## config.mk

```make
export PLATFORM = sky130hd
export DESIGN_NAME = control_unit_flat
export DESIGN_NICKNAME = d
export VERILOG_FILES = /design/src/rtl/control_unit_if.sv /design/src/rtl/control_unit.sv /design/src/flat_wrapper.sv
export SDC_FILE = /design/constraint.sdc
export NUM_CORES = 1
export LEC_CHECK = 0
export CAP_MARGIN = 40
export CORE_UTILIZATION = 35
export DETAILED_ROUTE_END_ITERATION = 8
export PLACE_DENSITY = 0.71
export SKIP_LAST_GASP = 1
export SLEW_MARGIN = 25
export SYNTH_ARGS = -nofsm -noshare
export SYNTH_HDL_FRONTEND = slang
export SYNTH_SLANG_ARGS = --single-unit
```

## constraint.sdc

```tcl
create_clock -name Clk -period 2.45 [get_ports Clk]
set_input_delay 0.3675 -clock Clk [delete_from_list [all_inputs] [get_ports Clk]]
set_output_delay 0.3675 -clock Clk [all_outputs]
set_load 0.01 [all_outputs]
```

## src/rtl/control_unit_if.sv

```systemverilog
// control_unit_if: data_path/memory control bundle driven by control_unit, with IR and flags fed back.
interface control_unit_if;
  logic [7:0] IR;
  logic [3:0] CCR_Result;
  logic       IR_Load;
  logic       MAR_Load;
  logic       PC_Load;
  logic       PC_Inc;
  logic       A_Load;
  logic       B_Load;
  logic [2:0] ALU_Sel;
  logic       CCR_Load;
  logic [1:0] Bus1_Sel;
  logic [1:0] Bus2_Sel;
  logic       write;
  modport master (
    input  IR, CCR_Result,
    output IR_Load, MAR_Load, PC_Load, PC_Inc, A_Load, B_Load, ALU_Sel, CCR_Load, Bus1_Sel, Bus2_Sel, write
  );
  modport slave (
    output IR, CCR_Result,
    input  IR_Load, MAR_Load, PC_Load, PC_Inc, A_Load, B_Load, ALU_Sel, CCR_Load, Bus1_Sel, Bus2_Sel, write
  );
endinterface

```

## src/rtl/control_unit.sv

```systemverilog
// control_unit: fetch/decode/execute sequencer producing every data_path control and the memory write strobe.
module control_unit #(
  parameter logic [2:0] ALU_ADD = 3'b000,
  parameter logic [2:0] ALU_SUB = 3'b001,
  parameter logic [2:0] ALU_AND = 3'b010,
  parameter logic [2:0] ALU_OR  = 3'b011
) (
  input logic             Clk,
  input logic             Reset,
  control_unit_if.master  bus
);
  typedef enum logic [4:0] {
    FETCH_0, FETCH_1, FETCH_2, DECODE_3,
    LDI_4, LDI_5, LDI_6,
    LDD_4, LDD_5, LDD_6, LDD_7, LDD_8,
    ST_4, ST_5, ST_6, ST_7,
    ALU_4,
    BR_4, BR_5, BR_6, BRN_4
  } state_t;
  typedef struct packed {
    logic       ir_load;
    logic       mar_load;
    logic       pc_load;
    logic       pc_inc;
    logic       a_load;
    logic       b_load;
    logic [2:0] alu_sel;
    logic       ccr_load;
    logic [1:0] bus1_sel;
    logic [1:0] bus2_sel;
    logic       write;
  } ctl_t;
  state_t     state, nxt;
  logic       use_b, nxt_b, taken;
  logic [2:0] alu;
  ctl_t       ctl, o;
  function automatic ctl_t dec(input state_t s, input logic b, input logic [2:0] a);
    ctl_t c;
    c = '0;
    case (s)
      FETCH_0, LDI_4, LDD_4, ST_4, BR_4: begin c.mar_load = 1'b1; c.bus2_sel = 2'b01; end
      FETCH_1, LDI_5, LDD_5, ST_5, BRN_4: c.pc_inc = 1'b1;
      FETCH_2: begin c.ir_load = 1'b1; c.bus2_sel = 2'b10; end
      LDD_6, ST_6: begin c.mar_load = 1'b1; c.bus2_sel = 2'b10; end
      LDI_6, LDD_8: begin c.a_load = !b; c.b_load = b; c.bus2_sel = 2'b10; end
      ST_7: begin c.write = 1'b1; c.bus1_sel = b ? 2'b10 : 2'b01; end
      ALU_4: begin c.alu_sel = a; c.bus1_sel = 2'b01; c.a_load = 1'b1; c.ccr_load = 1'b1; end
      BR_6: begin c.pc_load = 1'b1; c.bus2_sel = 2'b10; end
      default: ;
    endcase
    return c;
  endfunction
  assign taken = bus.IR == 8'h20 ||
                 (bus.IR == 8'h21 &&  bus.CCR_Result[3]) ||
                 (bus.IR == 8'h23 &&  bus.CCR_Result[2]) ||
                 (bus.IR == 8'h24 && !bus.CCR_Result[2]) ||
                 (bus.IR == 8'h27 &&  bus.CCR_Result[0]);
  always_comb begin
    nxt   = FETCH_0;
    nxt_b = use_b;
    alu   = ALU_ADD;
    case (state)
      FETCH_0: nxt = FETCH_1;
      FETCH_1: nxt = FETCH_2;
      FETCH_2: nxt = DECODE_3;
      DECODE_3:
        case (bus.IR)
          8'h86, 8'h88: begin nxt = LDI_4; nxt_b = bus.IR[3]; end
          8'h87, 8'h89: begin nxt = LDD_4; nxt_b = bus.IR[3]; end
          8'h96, 8'h97: begin nxt = ST_4; nxt_b = bus.IR[0]; end
          8'h42: begin nxt = ALU_4; alu = ALU_ADD; end
          8'h43: begin nxt = ALU_4; alu = ALU_SUB; end
          8'h44: begin nxt = ALU_4; alu = ALU_AND; end
          8'h45: begin nxt = ALU_4; alu = ALU_OR; end
          8'h20, 8'h21, 8'h23, 8'h24, 8'h27: nxt = taken ? BR_4 : BRN_4;
          default: nxt = FETCH_0;
        endcase
      LDI_4: nxt = LDI_5;
      LDI_5: nxt = LDI_6;
      LDD_4: nxt = LDD_5;
      LDD_5: nxt = LDD_6;
      LDD_6: nxt = LDD_7;
      LDD_7: nxt = LDD_8;
      ST_4: nxt = ST_5;
      ST_5: nxt = ST_6;
      ST_6: nxt = ST_7;
      BR_4: nxt = BR_5;
      BR_5: nxt = BR_6;
      default: nxt = FETCH_0;
    endcase
  end
  // ctl always holds the decode of the current state; Reset masks it so outputs drop the instant reset asserts
  always_ff @(posedge Clk or negedge Reset)
    if (!Reset) begin
      state <= FETCH_0;
      use_b <= 1'b0;
      ctl   <= dec(FETCH_0, 1'b0, ALU_ADD);
    end else begin
      state <= nxt;
      use_b <= nxt_b;
      ctl   <= dec(nxt, nxt_b, alu);
    end
  assign o = Reset ? ctl : '0;
  assign bus.IR_Load  = o.ir_load;
  assign bus.MAR_Load = o.mar_load;
  assign bus.PC_Load  = o.pc_load;
  assign bus.PC_Inc   = o.pc_inc;
  assign bus.A_Load   = o.a_load;
  assign bus.B_Load   = o.b_load;
  assign bus.ALU_Sel  = o.alu_sel;
  assign bus.CCR_Load = o.ccr_load;
  assign bus.Bus1_Sel = o.bus1_sel;
  assign bus.Bus2_Sel = o.bus2_sel;
  assign bus.write    = o.write;
endmodule

```

## src/flat_wrapper.sv

```systemverilog
// flat-port wrapper written by rule: the top's interface ports become plain ports
module control_unit_flat 
#(
  parameter logic [2:0] ALU_ADD = 3'b000,
  parameter logic [2:0] ALU_SUB = 3'b001,
  parameter logic [2:0] ALU_AND = 3'b010,
  parameter logic [2:0] ALU_OR  = 3'b011
)
  (Clk, Reset, bus_IR, bus_CCR_Result, bus_IR_Load, bus_MAR_Load, bus_PC_Load, bus_PC_Inc, bus_A_Load, bus_B_Load, bus_ALU_Sel, bus_CCR_Load, bus_Bus1_Sel, bus_Bus2_Sel, bus_write);
  control_unit_if bus_i ();
  input logic Clk;
  input logic Reset;
  input wire logic [$bits(bus_i.IR)-1:0] bus_IR;
  input wire logic [$bits(bus_i.CCR_Result)-1:0] bus_CCR_Result;
  output wire logic [$bits(bus_i.IR_Load)-1:0] bus_IR_Load;
  output wire logic [$bits(bus_i.MAR_Load)-1:0] bus_MAR_Load;
  output wire logic [$bits(bus_i.PC_Load)-1:0] bus_PC_Load;
  output wire logic [$bits(bus_i.PC_Inc)-1:0] bus_PC_Inc;
  output wire logic [$bits(bus_i.A_Load)-1:0] bus_A_Load;
  output wire logic [$bits(bus_i.B_Load)-1:0] bus_B_Load;
  output wire logic [$bits(bus_i.ALU_Sel)-1:0] bus_ALU_Sel;
  output wire logic [$bits(bus_i.CCR_Load)-1:0] bus_CCR_Load;
  output wire logic [$bits(bus_i.Bus1_Sel)-1:0] bus_Bus1_Sel;
  output wire logic [$bits(bus_i.Bus2_Sel)-1:0] bus_Bus2_Sel;
  output wire logic [$bits(bus_i.write)-1:0] bus_write;
  assign bus_i.IR = bus_IR;
  assign bus_i.CCR_Result = bus_CCR_Result;
  assign bus_IR_Load = bus_i.IR_Load;
  assign bus_MAR_Load = bus_i.MAR_Load;
  assign bus_PC_Load = bus_i.PC_Load;
  assign bus_PC_Inc = bus_i.PC_Inc;
  assign bus_A_Load = bus_i.A_Load;
  assign bus_B_Load = bus_i.B_Load;
  assign bus_ALU_Sel = bus_i.ALU_Sel;
  assign bus_CCR_Load = bus_i.CCR_Load;
  assign bus_Bus1_Sel = bus_i.Bus1_Sel;
  assign bus_Bus2_Sel = bus_i.Bus2_Sel;
  assign bus_write = bus_i.write;
  control_unit #(.ALU_ADD(ALU_ADD), .ALU_SUB(ALU_SUB), .ALU_AND(ALU_AND), .ALU_OR(ALU_OR)) u_core (.Clk(Clk), .Reset(Reset), .bus(bus_i));
endmodule
```

Yosys cells after proc, flatten, opt, wreduce, memory -nomap -nowiden
Cells that the tools add are included.
{ "totals": {"out_inout_bits": 15, "regBits": 21} }
{ "op_classes": {"n_reduce_logical": 23, "n_mux": 19, "n_eq_ne": 46} }
{ "op_table": {"columns": ["cell", "count"], "rows": [
  ["$pmux W5 S15", 1],
  ["$eq A5 B4 Y1 const B", 13],
  ["$eq A8 B8 Y1 const B", 6],
  ["$eq A8 B6 Y1 const B", 5],
  ["$eq A5 B3 Y1 const B", 7],
  ["$eq A8 B7 Y1 const B", 4],
  ["$eq A5 B5 Y1 const B", 6],
  ["$pmux W5 S5", 1],
  ["$eq A5 B2 Y1 const B", 3],
  ["$mux W15", 1],
  ["$reduce_or A5 Y1", 3],
  ["$eq A5 B1 Y1 const B", 2],
  ["$logic_not A5 Y1", 2],
  ["$pmux W2 S2", 2],
  ["$reduce_or A2 Y1", 4],
  ["$reduce_or A4 Y1", 2],
  ["$mux W1", 7],
  ["$reduce_or A7 Y1", 1],
  ["$mux W3", 2],
  ["$pmux W2 S3", 1],
  ["$reduce_or A6 Y1", 1],
  ["$logic_and A1 B1 Y1", 4],
  ["$logic_or A1 B1 Y1", 4],
  ["$mux W4", 1],
  ["3 further kinds", 5]
]} }

Longest topological paths before layout
{ "depth": {"depth_word": 12, "mapped_depth": 7, "ltp_nobuf": 6} }

Worst setup path after synthesis
No wires, ideal clock.
{ "synth_path": {"kind": "in2reg", "start": "input bus_IR[2]", "end": "register u_core.ctl[13] in the netlist's numbering", "path_stages": 7, "setup_ns": 0.061, "path_slack_ns": 0.705, "required_time_ns": 2.389, "arrival_time_ns": 1.684, "n_path_buf": 1, "path_cell_list": "clkbuf_8 or3b_4 a21oi_4 o2bb2ai_2 a211oi_1 o41ai_2 a31o_1"} }
{ "synth_via": {"elab_chain_cells": 12, "word_cells_on_any_way": 40, "cone_classes": "21 x eq/ne; 4 x mux; 15 x reduce/logical"} }
{ "synth_lines": {"columns": ["element", "line", "rtl"], "rows": [
  ["start, declared", "flat_wrapper.sv:13", "input wire logic [$bits(bus_i.IR)-1:0] bus_IR;"],
  ["$eq A8 B6 Y1", "control_unit.sv:54, control_unit.sv:67", null],
  ["$logic_and A1 B1 Y1", "control_unit.sv:54", "(bus.IR == 8'h21 && bus.CCR_Result[3]) ||"],
  ["$logic_or A1 B1 Y1", "control_unit.sv:53", "assign taken = bus.IR == 8'h20 ||"],
  ["$logic_or A1 B1 Y1", "control_unit.sv:54", null],
  ["$logic_or A1 B1 Y1", "control_unit.sv:55", "(bus.IR == 8'h23 && bus.CCR_Result[2]) ||"],
  ["$logic_or A1 B1 Y1", "control_unit.sv:56", "(bus.IR == 8'h24 && !bus.CCR_Result[2]) ||"],
  ["$mux W3", "control_unit.sv:75", "8'h20, 8'h21, 8'h23, 8'h24, 8'h27: nxt = taken ? BR_4 : BRN_4;"],
  ["$pmux W5 S5 (*)", "control_unit.sv:67", "case (bus.IR)"],
  ["$pmux W5 S15 (*)", "control_unit.sv:62", "case (state)"],
  ["$eq A5 B3 Y1, or another cell as far along", "control_unit.sv:40", "case (s)"],
  ["$reduce_or A7 Y1 (no line) (*)", null, null],
  ["$mux W1 (*)", "control_unit.sv:40", null],
  ["end signal, assigned", "control_unit.sv:97", "ctl <= dec(FETCH_0, 1'b0, ALU_ADD);"],
  ["end signal, assigned", "control_unit.sv:101", "ctl <= dec(nxt, nxt_b, alu);"],
  ["end, declared", "control_unit.sv:36", "ctl_t ctl, o;"]
]} }
Every way passes the cells marked *; elsewhere a longest branch is shown, timed or not.

Worst setup path in the final report
{ "layout_path": {"start": "input bus_IR[7]", "end": "register u_core.ctl[13] in the netlist's numbering"} }
The elaborated chain is that of the path after synthesis.

==> results.ini <==
[run_status]
run_status = finished, final reports clean

[critical_path]
crit_path_max_fanout = 4
timing.critical_path.required_ns = 2.65
rr_endpoint = u_core.ctl[13]$_DFF_PN1_
crit_family = compound AO/OA/AOI/OAI gates
worst_path_max_delay_cell = sky130_fd_sc_hd__clkdlybuf4s50_1
cp_slowest_stage_delay_ns = 0.52
path_buf_inv = 1
timing.rr.start = u_core.state[3]$_DFF_PN0_
worst_r2r_path_depth = 6
timing.setup.critical_path_class = input pin to flip-flop
worst_setup_path_end_kind = flip-flop
worst-r2r-setup-slack_ns = 0.42
setup.worst_path.start_class = input pin
crit_arrival_ns = 2.39
crit_chain = clkdlybuf4s50_1 > nor3b_1 > and3b_1 > o2bb2ai_2 > a211oi_1 > o41ai_2 > a31o_1

[timing]
postLayoutSetupSlackWorst_ns = 0.256
fin_hold_ws_ns = 0.465
final_period_minus_worst_setup_slack_ns = 2.19
skew_ns = 0.00136
unrepaired_setup_endpoints_after_global_routing = false
final_setup_violation_count = 0
finalSetupTns_ns = 0
finalHoldViolCount = 0
period_share_pct = 89.5
clock.fmax_ghz = 0.456
maxSlewViolCount = 0

[clock_network]
cts_buffers = 3
post-cts-setup-buffer-count = 0
cts.clk_slew.worst_paths_ns = 0.07
htreeDepth = 1
cts-root-buf = sky130_fd_sc_hd__clkbuf_8
cts_resized = 0
cts_max_path_buffers = 2
clock_insertion_delay_worst_skew_ns = 0.25
holdBufCountCts = 0
cts_tree = built
cts_sinks = 20

[detailed_routing]
detailroute.via_count = 1039
drt-pass1-iter-count = 4
routed_via_density = 5.02
total_wirelength_um = 2420
detail_route.drc_violations = 0
detailed_route_iter0_violations = 62
wirelength_per_cell_um = 11.7
drtAntennaViolNets = 0

[synthesis]
syn-mean-instance-area_um2 = 9.74
synth_enable_flop_cells = 0
synth_largest_type_area_fraction_pct = 34.8
async_flop_share_pct = 100
synth-warning-count = 0
synthesis.instances = 133
ys_ff_latch = 20
number_of_distinct_library_cells_after_synthesis = 53
synth_seq_area_share_pct = 38.8
mappedNetlistNets = 147
syn-cell-area_um2 = 1290
synth_ff_type = sky130_fd_sc_hd__dfrtp_1
yosys-top-cells-area = sky130_fd_sc_hd__dfrtp_1, sky130_fd_sc_hd__and2_1, sky130_fd_sc_hd__dfstp_2
synth_top_area_cell = sky130_fd_sc_hd__dfrtp_1

[die]
boundaryPins = 29
die_width_um = 62.8
fp-row-count = 21
initial_utilization_pct = 37.6
die-area_um2 = 3950
coreArea_um2 = 3440
chipHeight_um = 62.8

[global_routing]
antenna_found_initial = 0
number_of_global_route_vias_before_repair = 1015
grtUsageTotal_pct = 13.8
maximum_number_of_pins_on_one_net_before_global_route_repair = 35
grt_overflow = 0
grt_first_pass_wirelength_um = 4240

[finish]
num-nets-final = 176
num_antenna_cells = 0
fillCellCount = 342
layout.cells.most_common = sky130_fd_sc_hd__clkdlybuf4s50_1
most_used_cells_in_the_layout_excluding_fill_and_tap_cells = sky130_fd_sc_hd__clkdlybuf4s50_1, sky130_fd_sc_hd__dfrtp_1, sky130_fd_sc_hd__and2_1, sky130_fd_sc_hd__nand2_1
multi_input_area_um2 = 692
synthToLayoutAreaGrowth_pct = 26.5
drive_gt1_share_pct = 17.4
seq_area_um2 = 503

[place]
place.gp.congestion = 0.908
post-place-ws_ns = 0.0238
port_buffers = 26
hpwl_um = 1940

[power]
vdd_drop_max_v = 0.000240
power.total_mw = 1.08
pwr_density_cell_nw_per_um2 = 657
cellLeakagePower_nw = 0.695

[min_path]
hold_class = input pin to asynchronous set/reset pin

[run]
drv_cap = 0

==> per-stage QoR <==
step	area, µm²	instances	util [%]
after floorplan	1290	133	-
after global placement	1590	203	46.3
after detailed placement	1590	203	46.3
after CTS	1640	207	47.6
after global routing	1640	207	47.6
final	1640	207	47.6
==> cell families after synthesis <==
kind of cell / after synthesis / synth area share (%)
other: 1 / 0.290
xor gates and xnor gates: 3 / 2.03
AOI/OAI and AO/OA: 26 / 16.3
muxes: 2 / 1.64
and+or+nand+nor: 67 / 33.1
buffers and inverters: 14 / 7.73
DFF: 20 / 38.8
==> state kept, by name (all words and copies together) (netlist names) <==
signal        cells
u_core.ctl       14
u_core.use_b      1
u_core.state      5
==> worst max path at each step <==
stage,startpoint,endpoint,slack (ns),depth (start not counted)
6_report,bus_IR[7],u_core.ctl[13]$_DFF_PN1_,0.26,7
4_1_cts,bus_IR[7],u_core.ctl[13]$_DFF_PN1_,0.27,7
2_1_floorplan,bus_IR[2],u_core.ctl[13]$_DFF_PN1_,0.70,7
5_1_grt,bus_IR[2],u_core.ctl[13]$_DFF_PN1_,0.14,7
3_3_place_gp,bus_IR[2],u_core.ctl[13]$_DFF_PN1_,0.05,7
3_5_place_dp,bus_IR[2],u_core.ctl[13]$_DFF_PN1_,0.02,7
==> Yosys cell counts (2+ instances only) <==
| library cell | count |
|---|---|
| sky130_fd_sc_hd__nand2b_1 | 6 |
| sky130_fd_sc_hd__nand3b_1 | 2 |
| sky130_fd_sc_hd__xnor2_1 | 3 |
| sky130_fd_sc_hd__nor2_1 | 5 |
| sky130_fd_sc_hd__buf_6 | 4 |
| sky130_fd_sc_hd__o21ai_0 | 6 |
| sky130_fd_sc_hd__and2_1 | 17 |
| sky130_fd_sc_hd__nor2b_1 | 3 |
| sky130_fd_sc_hd__or2_2 | 2 |
| sky130_fd_sc_hd__a21oi_1 | 2 |
| sky130_fd_sc_hd__nand3_1 | 2 |
| sky130_fd_sc_hd__nand2_1 | 10 |
| sky130_fd_sc_hd__dfrtp_1 | 18 |
| sky130_fd_sc_hd__and3b_1 | 2 |
| sky130_fd_sc_hd__o22ai_1 | 2 |
| sky130_fd_sc_hd__inv_1 | 6 |
| sky130_fd_sc_hd__buf_4 | 2 |
| sky130_fd_sc_hd__nor3b_1 | 3 |
| sky130_fd_sc_hd__dfstp_2 | 2 |
| sky130_fd_sc_hd__a211oi_1 | 3 |
==> where the power goes <==
part / internal (mW) / switching, mW / leakage (nW)
registers: 0.397 / 0.0572 / 0.264
logic: 0.212 / 0.194 / 0.408
clock network: 0.116 / 0.101 / 0.0228
==> cell type report <==
type                       instances  share of cell area [%]
sequential                        20                    30.7
clock buffer                       4                    2.75
inverter                           6                    1.38
timing repair buffer              32                    19.4
tap                               46                    3.51
multi-input combinational         99                    42.2
==> worst register-to-register path: stages, from the launching register on <==
cell and delay, ns:
sky130_fd_sc_hd__dfrtp_1 0.50, sky130_fd_sc_hd__nor3_2 0.28, sky130_fd_sc_hd__and2b_2 0.23, sky130_fd_sc_hd__nor4bb_1 0.30
sky130_fd_sc_hd__a211oi_1 0.11, sky130_fd_sc_hd__o41ai_2 0.40, sky130_fd_sc_hd__a31o_1 0.15
==> metal layers <==
metal	wire length, µm	part of all wire (%)	up-vias	GRT usage (%)
met1	1070	44	479	14.0
met4	73	3.0	0	11.6
met2	1150	48	39	23.9
met5	0	0	-	0
met3	119	4.9	5	3.10
li1	-	-	516	-
Note: power is estimated with default switching activity, not from simulation.
==> RTL edit: new RTL, config.mk and constraints unchanged <==
Reset style: synchronous (`Reset`), changed in one clocked block.
--- a/src/rtl/control_unit.sv
+++ b/src/rtl/control_unit.sv
@@ -91,5 +91,5 @@
   end
   // ctl always holds the decode of the current state; Reset masks it so outputs drop the instant reset asserts
-  always_ff @(posedge Clk or negedge Reset)
+  always_ff @(posedge Clk)
     if (!Reset) begin
       state <= FETCH_0;
Formal check against the unedited RTL: same outputs for any inputs over 10 cycles, from zero or initial values and one cycle with Reset low; that may be too few to reach the edited logic, so the function may still have changed.
==> RTL edit against the unedited design <==
Sequential cell count did not move. Non-clock buffer count rose by 20. Wire length rose by 12%. Total power fell by 30%. Sequential power fell by 22%. Final area rose by 3.5%. Worst setup slack got worse by 0.11 ns. Synthesized area fell by 8.5%. Largest cell class unchanged. Highest routed layer unchanged.
==> RTL edit: results (changes against the unedited design) <==
* Largest net degree at the start of global routing at 20 (-43%)
* Placed cell areas at 1650 um2 (+3.5%)
* Detailed Route WL at 2.70 mm (+12%)
* Largest delay share family, worst path: simple AND/OR/NAND/NOR gates
* Fin crit share at 94.0% (+4.4 points)
* Final Cell Area at 1700 um2 (+3.5%)
* Mux share of post-synthesis cell area at 1.27% (-0.38 points)
* Worst r2r src: u_core.state[2]
* Outcome: finished clean
* Synth cell types at 49 (-7.5%)
* R2r endpoint: u_core.ctl[2]
* FF-to-FF setup slack at 0.33 ns (-0.09 ns)
* Vias in the first global route at 1106 (+9.0%)
* First-pass GRT wire length at 4.75 mm (+12%)
* CP max stage delay at 0.56 ns (+0.04 ns)
* Clk_skew at 0.00414 ns (+0.00278 ns)
* Ys async rst share at 0% (-100 points)
* Fillers at 296 (-13%)
* Placement Setup Slack at -0.218 ns (-0.242 ns)
* GP Congestion at 0.832 (-8.4%)
* Routed wl met3 at 101 um (-15%)
* DRT iter0 DRCs at 25 (-60%)
* Clk slew on worst S/H paths at 0.11 ns (+0.04 ns)
* Global Route Usage Sum at 17.4% (+3.6 points)
* Top cells by count, synth: dfxtp_1, and2_1, nand2_1
* Synth area leaders: dfxtp_1, and2_1, nand2_1
* CP Max Fanout at 10 (+6)
* Post-synthesis compound-gate area fraction at 17.4% (+1.1 points)
* CP Data Arrival Time at 2.55 ns (+0.16 ns)
* Max VDD drop at 0.000162 V (-32%)
* Layout Nets at 205 (+16%)
* Hold WS at 0.585 ns (+0.120 ns)
* CTS Root Cell: clkbuf_4
* Mapped Cells at 142 (+6.8%)
* Worst r2r path cells at 7 (+1)
* Layout cells sized above 1 at 22.1% (+4.7 points)
* Final non-filler cell total at 234 (+13%)
* Xor/xnor share of the synthesized area at 2.96% (+0.93 points)
* Sequential fraction of the synthesis area at 33.8% (-5.0 points)
RTL edit: power breakdown:
group          switching (mW)  internal (mW)  total (mW)
registers              0.0125          0.343       0.355
clock network           0.101         0.0906       0.191
logic                  0.0938          0.114       0.208
total                   0.207          0.548       0.755
RTL edit: tightest hold or removal path, delay by kind of cell, from the launching register on:
kind / cells / cell delay, ns
buffers and inverters: 1 / 0.09
DFF: 1 / 0.38
and+or+nand+nor: 1 / 0.08
RTL edit: layer usage:
metal	vias up	GRT usage (%)
met5	-	0
met4	0	5.98
li1	598	-
met2	34	31.2
met1	531	20.6
met3	4	2.60
RTL edit: cell type report:
| class | count | area share, % |
|---|---|---|
| clock buffer | 4 | 2.14 |
| inverter | 8 | 1.77 |
| multi-input combinational | 106 | 42.4 |
| sequential | 20 | 23.6 |
| tap | 44 | 3.25 |
| timing repair buffer | 52 | 26.9 |
